===== src/rtl/mem_copy_engine_if.sv =====
// Bundle of the copy engine's control handshake and its single-port memory bus.
// The master modport is the engine side; the slave modport is the CPU/memory side.
interface mem_copy_engine_if #(
    parameter int unsigned ADDR_W = 10,
    parameter int unsigned LEN_W  = 11
);
    logic              start;
    logic              abort;
    logic              fill;
    logic [ADDR_W-1:0] src;
    logic [ADDR_W-1:0] dst;
    logic [LEN_W-1:0]  len;
    logic [31:0]       fill_val;
    logic              busy;
    logic              done;
    logic [31:0]       mem_addr;
    logic              mem_we;
    logic [31:0]       mem_din;
    logic [31:0]       mem_dout;

    modport master (
        input  start, abort, fill, src, dst, len, fill_val, mem_dout,
        output busy, done, mem_addr, mem_we, mem_din
    );

    modport slave (
        output start, abort, fill, src, dst, len, fill_val, mem_dout,
        input  busy, done, mem_addr, mem_we, mem_din
    );
endinterface


===== src/rtl/mem_copy_engine.sv =====
// Block-move / block-fill engine: copies LEN words SRC->DST (ascending, 2 cycles/word)
// or fills DST with a constant (1 cycle/word) over a single-port memory.
module mem_copy_engine #(
    parameter int unsigned ADDR_W = 10,
    parameter int unsigned LEN_W  = 11
) (
    input  logic              clk,
    input  logic              reset_n,
    mem_copy_engine_if.master bus
);

    typedef enum logic [1:0] {
        IDLE = 2'd0,
        RD   = 2'd1,
        WR   = 2'd2,
        FIN  = 2'd3
    } state_t;

    state_t            state;
    state_t            state_n;

    logic              fill_l;
    logic [ADDR_W-1:0] src_l;
    logic [ADDR_W-1:0] dst_l;
    logic [LEN_W-1:0]  len_l;
    logic [31:0]       fill_val_l;
    logic [LEN_W-1:0]  idx;
    logic [LEN_W-1:0]  idx_inc;
    logic [31:0]       data_buf;
    logic [ADDR_W-1:0] addr_q;
    logic [31:0]       din_q;
    logic              busy_q;
    logic              done_q;

    logic [ADDR_W-1:0] addr_c;
    logic              we_c;
    logic [31:0]       din_c;

    assign idx_inc = idx + LEN_W'(1);

    // State register
    always_ff @(posedge clk or negedge reset_n) begin
        if (!reset_n) begin
            state <= IDLE;
        end else begin
            state <= state_n;
        end
    end

    // Next-state logic; abort only cancels the active RD/WR phases
    always_comb begin
        state_n = state;
        unique case (state)
            IDLE: begin
                if (bus.start) begin
                    if (bus.len == '0) begin
                        state_n = FIN;
                    end else if (bus.fill) begin
                        state_n = WR;
                    end else begin
                        state_n = RD;
                    end
                end
            end
            RD: begin
                state_n = bus.abort ? IDLE : WR;
            end
            WR: begin
                if (bus.abort) begin
                    state_n = IDLE;
                end else if (idx_inc == len_l) begin
                    state_n = FIN;
                end else begin
                    state_n = fill_l ? WR : RD;
                end
            end
            FIN: begin
                state_n = IDLE;
            end
            default: state_n = IDLE;
        endcase
    end

    // Memory-bus outputs; address and data hold their last value when inactive
    always_comb begin
        addr_c = addr_q;
        we_c   = 1'b0;
        din_c  = din_q;
        unique case (state)
            RD: begin
                addr_c = src_l + ADDR_W'(idx);
            end
            WR: begin
                addr_c = dst_l + ADDR_W'(idx);
                we_c   = ~bus.abort;
                din_c  = fill_l ? fill_val_l : data_buf;
            end
            default: begin
                addr_c = addr_q;
            end
        endcase
    end

    // Latched request, index, read buffer and registered status
    always_ff @(posedge clk or negedge reset_n) begin
        if (!reset_n) begin
            fill_l     <= 1'b0;
            src_l      <= '0;
            dst_l      <= '0;
            len_l      <= '0;
            fill_val_l <= '0;
            idx        <= '0;
            data_buf   <= '0;
            addr_q     <= '0;
            din_q      <= '0;
            busy_q     <= 1'b0;
            done_q     <= 1'b0;
        end else begin
            busy_q <= (state_n != IDLE);
            done_q <= (state_n == FIN);
            if (state == IDLE && bus.start) begin
                fill_l     <= bus.fill;
                src_l      <= bus.src;
                dst_l      <= bus.dst;
                len_l      <= bus.len;
                fill_val_l <= bus.fill_val;
                idx        <= '0;
            end
            if (state == RD) begin
                data_buf <= bus.mem_dout;
                addr_q   <= addr_c;
            end
            if (state == WR) begin
                addr_q <= addr_c;
                din_q  <= din_c;
                if (!bus.abort) begin
                    idx <= idx_inc;
                end
            end
        end
    end

    assign bus.mem_addr = 32'(addr_c);
    assign bus.mem_we   = we_c;
    assign bus.mem_din  = din_c;
    assign bus.busy     = busy_q;
    assign bus.done     = done_q;

endmodule


===== src/flat_wrapper.sv =====
// flat-port wrapper written by rule: the top's interface ports become plain ports
module mem_copy_engine_flat 
#(
    parameter int unsigned ADDR_W = 10,
    parameter int unsigned LEN_W  = 11
)
  (clk, reset_n, bus_start, bus_abort, bus_fill, bus_src, bus_dst, bus_len, bus_fill_val, bus_mem_dout, bus_busy, bus_done, bus_mem_addr, bus_mem_we, bus_mem_din);
  mem_copy_engine_if #(.ADDR_W(ADDR_W), .LEN_W(LEN_W)) bus_i ();
  input  logic clk;
  input  logic reset_n;
  input wire logic [$bits(bus_i.start)-1:0] bus_start;
  input wire logic [$bits(bus_i.abort)-1:0] bus_abort;
  input wire logic [$bits(bus_i.fill)-1:0] bus_fill;
  input wire logic [$bits(bus_i.src)-1:0] bus_src;
  input wire logic [$bits(bus_i.dst)-1:0] bus_dst;
  input wire logic [$bits(bus_i.len)-1:0] bus_len;
  input wire logic [$bits(bus_i.fill_val)-1:0] bus_fill_val;
  input wire logic [$bits(bus_i.mem_dout)-1:0] bus_mem_dout;
  output wire logic [$bits(bus_i.busy)-1:0] bus_busy;
  output wire logic [$bits(bus_i.done)-1:0] bus_done;
  output wire logic [$bits(bus_i.mem_addr)-1:0] bus_mem_addr;
  output wire logic [$bits(bus_i.mem_we)-1:0] bus_mem_we;
  output wire logic [$bits(bus_i.mem_din)-1:0] bus_mem_din;
  assign bus_i.start = bus_start;
  assign bus_i.abort = bus_abort;
  assign bus_i.fill = bus_fill;
  assign bus_i.src = bus_src;
  assign bus_i.dst = bus_dst;
  assign bus_i.len = bus_len;
  assign bus_i.fill_val = bus_fill_val;
  assign bus_i.mem_dout = bus_mem_dout;
  assign bus_busy = bus_i.busy;
  assign bus_done = bus_i.done;
  assign bus_mem_addr = bus_i.mem_addr;
  assign bus_mem_we = bus_i.mem_we;
  assign bus_mem_din = bus_i.mem_din;
  mem_copy_engine #(.ADDR_W(ADDR_W), .LEN_W(LEN_W)) u_core (.clk(clk), .reset_n(reset_n), .bus(bus_i));
endmodule

===== config.mk =====
export PLATFORM = sky130hd
export DESIGN_NAME = mem_copy_engine_flat
export DESIGN_NICKNAME = d
export VERILOG_FILES = /design/src/rtl/mem_copy_engine_if.sv /design/src/rtl/mem_copy_engine.sv /design/src/flat_wrapper.sv
export SDC_FILE = /design/constraint.sdc
export NUM_CORES = 1
export LEC_CHECK = 0
export CORE_UTILIZATION = 50
export CTS_BUF_LIST = sky130_fd_sc_hd__clkbuf_4 sky130_fd_sc_hd__clkbuf_8
export DETAILED_ROUTE_END_ITERATION = 10
export PLACE_DENSITY_LB_ADDON = 0.08
export SETUP_SLACK_MARGIN = 0.15
export SLEW_MARGIN = 25
export SYNTH_ARGS = -nofsm -noshare
export SYNTH_HDL_FRONTEND = slang
export SYNTH_SLANG_ARGS = --single-unit

===== constraint.sdc =====
create_clock -name clk -period 3.7 [get_ports clk]
set_input_delay 0.37 -clock clk [delete_from_list [all_inputs] [get_ports clk]]
set_output_delay 0.37 -clock clk [all_outputs]
set_load 0.02 [all_outputs]

==> flow_summary.toml <==
[finish]
postLayoutCellArea_um2 = 9520
fillers = 1154
register_area_um2 = 3830
syn2layout_area_growth_pct = 26.69
finalNetCount = 899
num_antenna_cells = 0
drive_gt1_share_pct = 24.22
multi_input_area_um2 = 3445

[pwr]
powerDensity_nw_per_um2 = 905.9
finalPower_mw = 8.625
ir_worst_vdd_v = 0.0004331
p_leak_nw = 4.061

[sta]
setup_viol = 0
slew_violations = 0
hold_viol_final = 0
worstMarginPinSlew_ns = 0.9729
rsz0062_at_grt = "yes"
post-route-period-util_pct = 94.73
setup_tns_ns = 0
whs_ns = 0.01439
skew_ns = 0.01267
fin_crit_ns = 3.505
relSlewSlack_pct = 35.14
fmax_ghz = 0.2853

[setup_path]
cp.arrival_ns = 3.14
crit_path_max_incr_delay_ns = 0.39
path_class = "flip-flop to primary output"
worstPathRequired_ns = 3.33
critPathLaunchType = "flip-flop"
cp-end-kind = "primary output"
crit_chain = "inv_2, ha_4, mux2_2, ha_1, a21o_1, a211oi_2, nor2_1, o31ai_2, xnor2_1, mux2_2, buf_2"
crit_slowest_cell = "dfrtp_1"
cpMostUsedCell = "mux2_2"
path_max_fanout = 5

[clock_tree]
cts_made_buffers = 17
clk_path_buf_depth = 2
postCtsHoldBufs = 0
h-tree-depth = 4
clkLatencyLatePin_ns = 0.45
tritoncts = "built"
cts_root_buffer = "clkbuf_8"
clk_pin_slew_ns = 0.08
clock-sinks = 153

[synthesis]
yosys_warnings = 0
synth.area.top_cells = "dfrtp_1, mux2_2, mux2i_1, a21oi_1, nor2_1"
synth.area.mux_share_pct = 23.03
synthFlopType = "dfrtp_1"
async_flop_share_pct = 100.0
synth_most_common_cell = "dfrtp_1"
synth_edf_count = 0
synth_compound_area_share_pct = 9.457
synthAdderAreaFrac_pct = 2.597
synth_top_area_share_pct = 50.95
seq_area_frac_synth_pct = 50.95
syn_area_per_cell_um2 = 11.63
synth_top_cell_by_area = "dfrtp_1"
synth_seq_cells = 153
postSynthCellCount = 646
ys_types = 52
synth-xor-area-share_pct = 2.098
synth_common_cells = "dfrtp_1, mux2_2, a21oi_1"
synthSimpleGateAreaFrac_pct = 6.993
synth_top_family_by_area = "multiplexers"
syn_area_um2 = 7515

[detailed_routing]
ant_nets = 0
firstDrtPassIters = 5
avgRoutedWirePerCell_um = 16.65
vias = 5227
drt_wl_total_um = 16330
drc = 0
viasPerCell = 5.328
drtIter0Drc = 353

[placed_design]
port_buffers = 144
placed_area_um2 = 9041
gp_congestion = 0.8246
dp_hpwl_um = 11250

[global_route]
grt-ovfl-total = 0
antenna_found_initial = 0
grt_usage_pct = 22.54
grt_start_max_net_pins = 104
grt_pass1_wl_um = 27640
grt_pass1_vias = 5519

[die]
ios = 167
die_h_um = 124.6
die_x_um = 124.6
initial_core_util_pct = 51.51
core_area_um2 = 14590
die-area_um2 = 15520
core.rowCount = 44

[outcome]
status = "completed"

[job]
cap_violations = 0

[hold_path]
min_path_type = "input pin to asynchronous set/reset pin"
==> repair_timing <==
item / in CTS / in global routing
buffers inserted: 5 / 1
pin swaps: 6 / 10
gates resized for setup: 21 / 13
endpoints found under the setup margin: 8 / 7
==> worst paths after layout <==
check / startpoint / endpoint / slack [ns] / cells past startpoint
hold reg to reg: u_core.addr_q[7] / u_core.addr_q[7] / 0.51 / 1
max in group asynchronous: reset_n / u_core.din_q[10] / 2.91 / 2
setup / recovery: u_core.state[0] / bus_mem_addr[9] / 0.19 / 11
setup reg to reg: u_core.state[1] / u_core.idx[7] / 0.82 / 10
hold / removal: reset_n / u_core.addr_q[5] / 0.01 / 1
min in group clk: u_core.addr_q[7] / u_core.addr_q[7] / 0.51 / 1
==> placed cells by master (no fill, tap or decap), drive strengths merged, types with 4 or more instances in the layout <==
master         count
a21oi             74
a31oi              4
buf               17
clkbuf            22
clkdlybuf4s50    136
clkinvlp           5
conb              22
dfrtp            153
ha                14
inv               13
mux2             119
mux2i             39
nand2             17
nand3              6
nor2              55
nor2b              4
nor3               8
nor4               5
o21ai             23
xnor2             13
xor2               5
==> stage by stage <==
step           cells  util [%]  worst slack, ns
6_report         981     65.26           0.1950
5_1_grt          981     65.26          0.06185
4_1_cts          980     65.12           0.1166
3_3_place_gp     943     61.97           0.1713
2_1_floorplan    667         -           0.3325
3_5_place_dp     943     61.97          0.08569
==> flip-flops by register name (all words and copies together) (netlist names) <==
| register | cells |
|---|---|
| u_core.addr_q | 10 |
| u_core.bus.busy | 1 |
| u_core.bus.done | 1 |
| u_core.data_buf | 32 |
| u_core.din_q | 32 |
| u_core.dst_l | 10 |
| u_core.fill_l | 1 |
| u_core.fill_val_l | 32 |
| u_core.idx | 11 |
| u_core.len_l | 11 |
| u_core.src_l | 10 |
| u_core.state | 2 |
==> power by group <==
| part | switching (mW) | leakage (nW) | total, mW | internal [mW] |
|---|---|---|---|---|
| Sequential | 0.403 | 1.80 | 2.88 | 2.48 |
| Combinational | 2.22 | 2.07 | 4.45 | 2.24 |
| Clock | 0.640 | 0.192 | 1.29 | 0.649 |
| Total | 3.26 | 4.06 | 8.62 | 5.36 |
==> cells by family (layout without fill, tap and decap cells) <==
kind of cell,Yosys count,after routing
and+or+nand+nor,107,107
buffers and inverters,70,200
adders and majority gates,15,15
other,1,22
DFF,153,153
xor gates and xnor gates,18,18
AOI/OAI and AO/OA,124,124
muxes,158,158
==> metal layers <==
metal / vias to the layer above / share of wire, % / global-route usage, %
met3: 13 / 5.4 / 6.701
met5: - / 0 / 0
met4: 0 / 0.99 / 5.670
met1: 2559 / 45 / 29.19
li1: 2524 / - / -
met2: 131 / 48 / 36.92
==> layout make-up <==
| class | instances | area share, % |
|---|---|---|
| Clock buffer | 20 | 2.826 |
| Timing Repair Buffer | 157 | 16.43 |
| Inverter | 11 | 0.4337 |
| Multi-Input combinational cell | 444 | 36.18 |
| Tap cell | 184 | 2.418 |
| Clock inverter | 12 | 1.485 |
| Sequential cell | 153 | 40.23 |
==> worst max-delay path: cells and delay by family, from the launching register on <==
kind / cells / cell delay [ns]
fa+ha+maj: 2 / 0.45
mux: 2 / 0.62
compound gates: 3 / 0.74
simple gates: 1 / 0.11
xor+xnor: 1 / 0.11
buf+inv: 2 / 0.25
flops: 1 / 0.39
(Power assumes the default switching activity.)
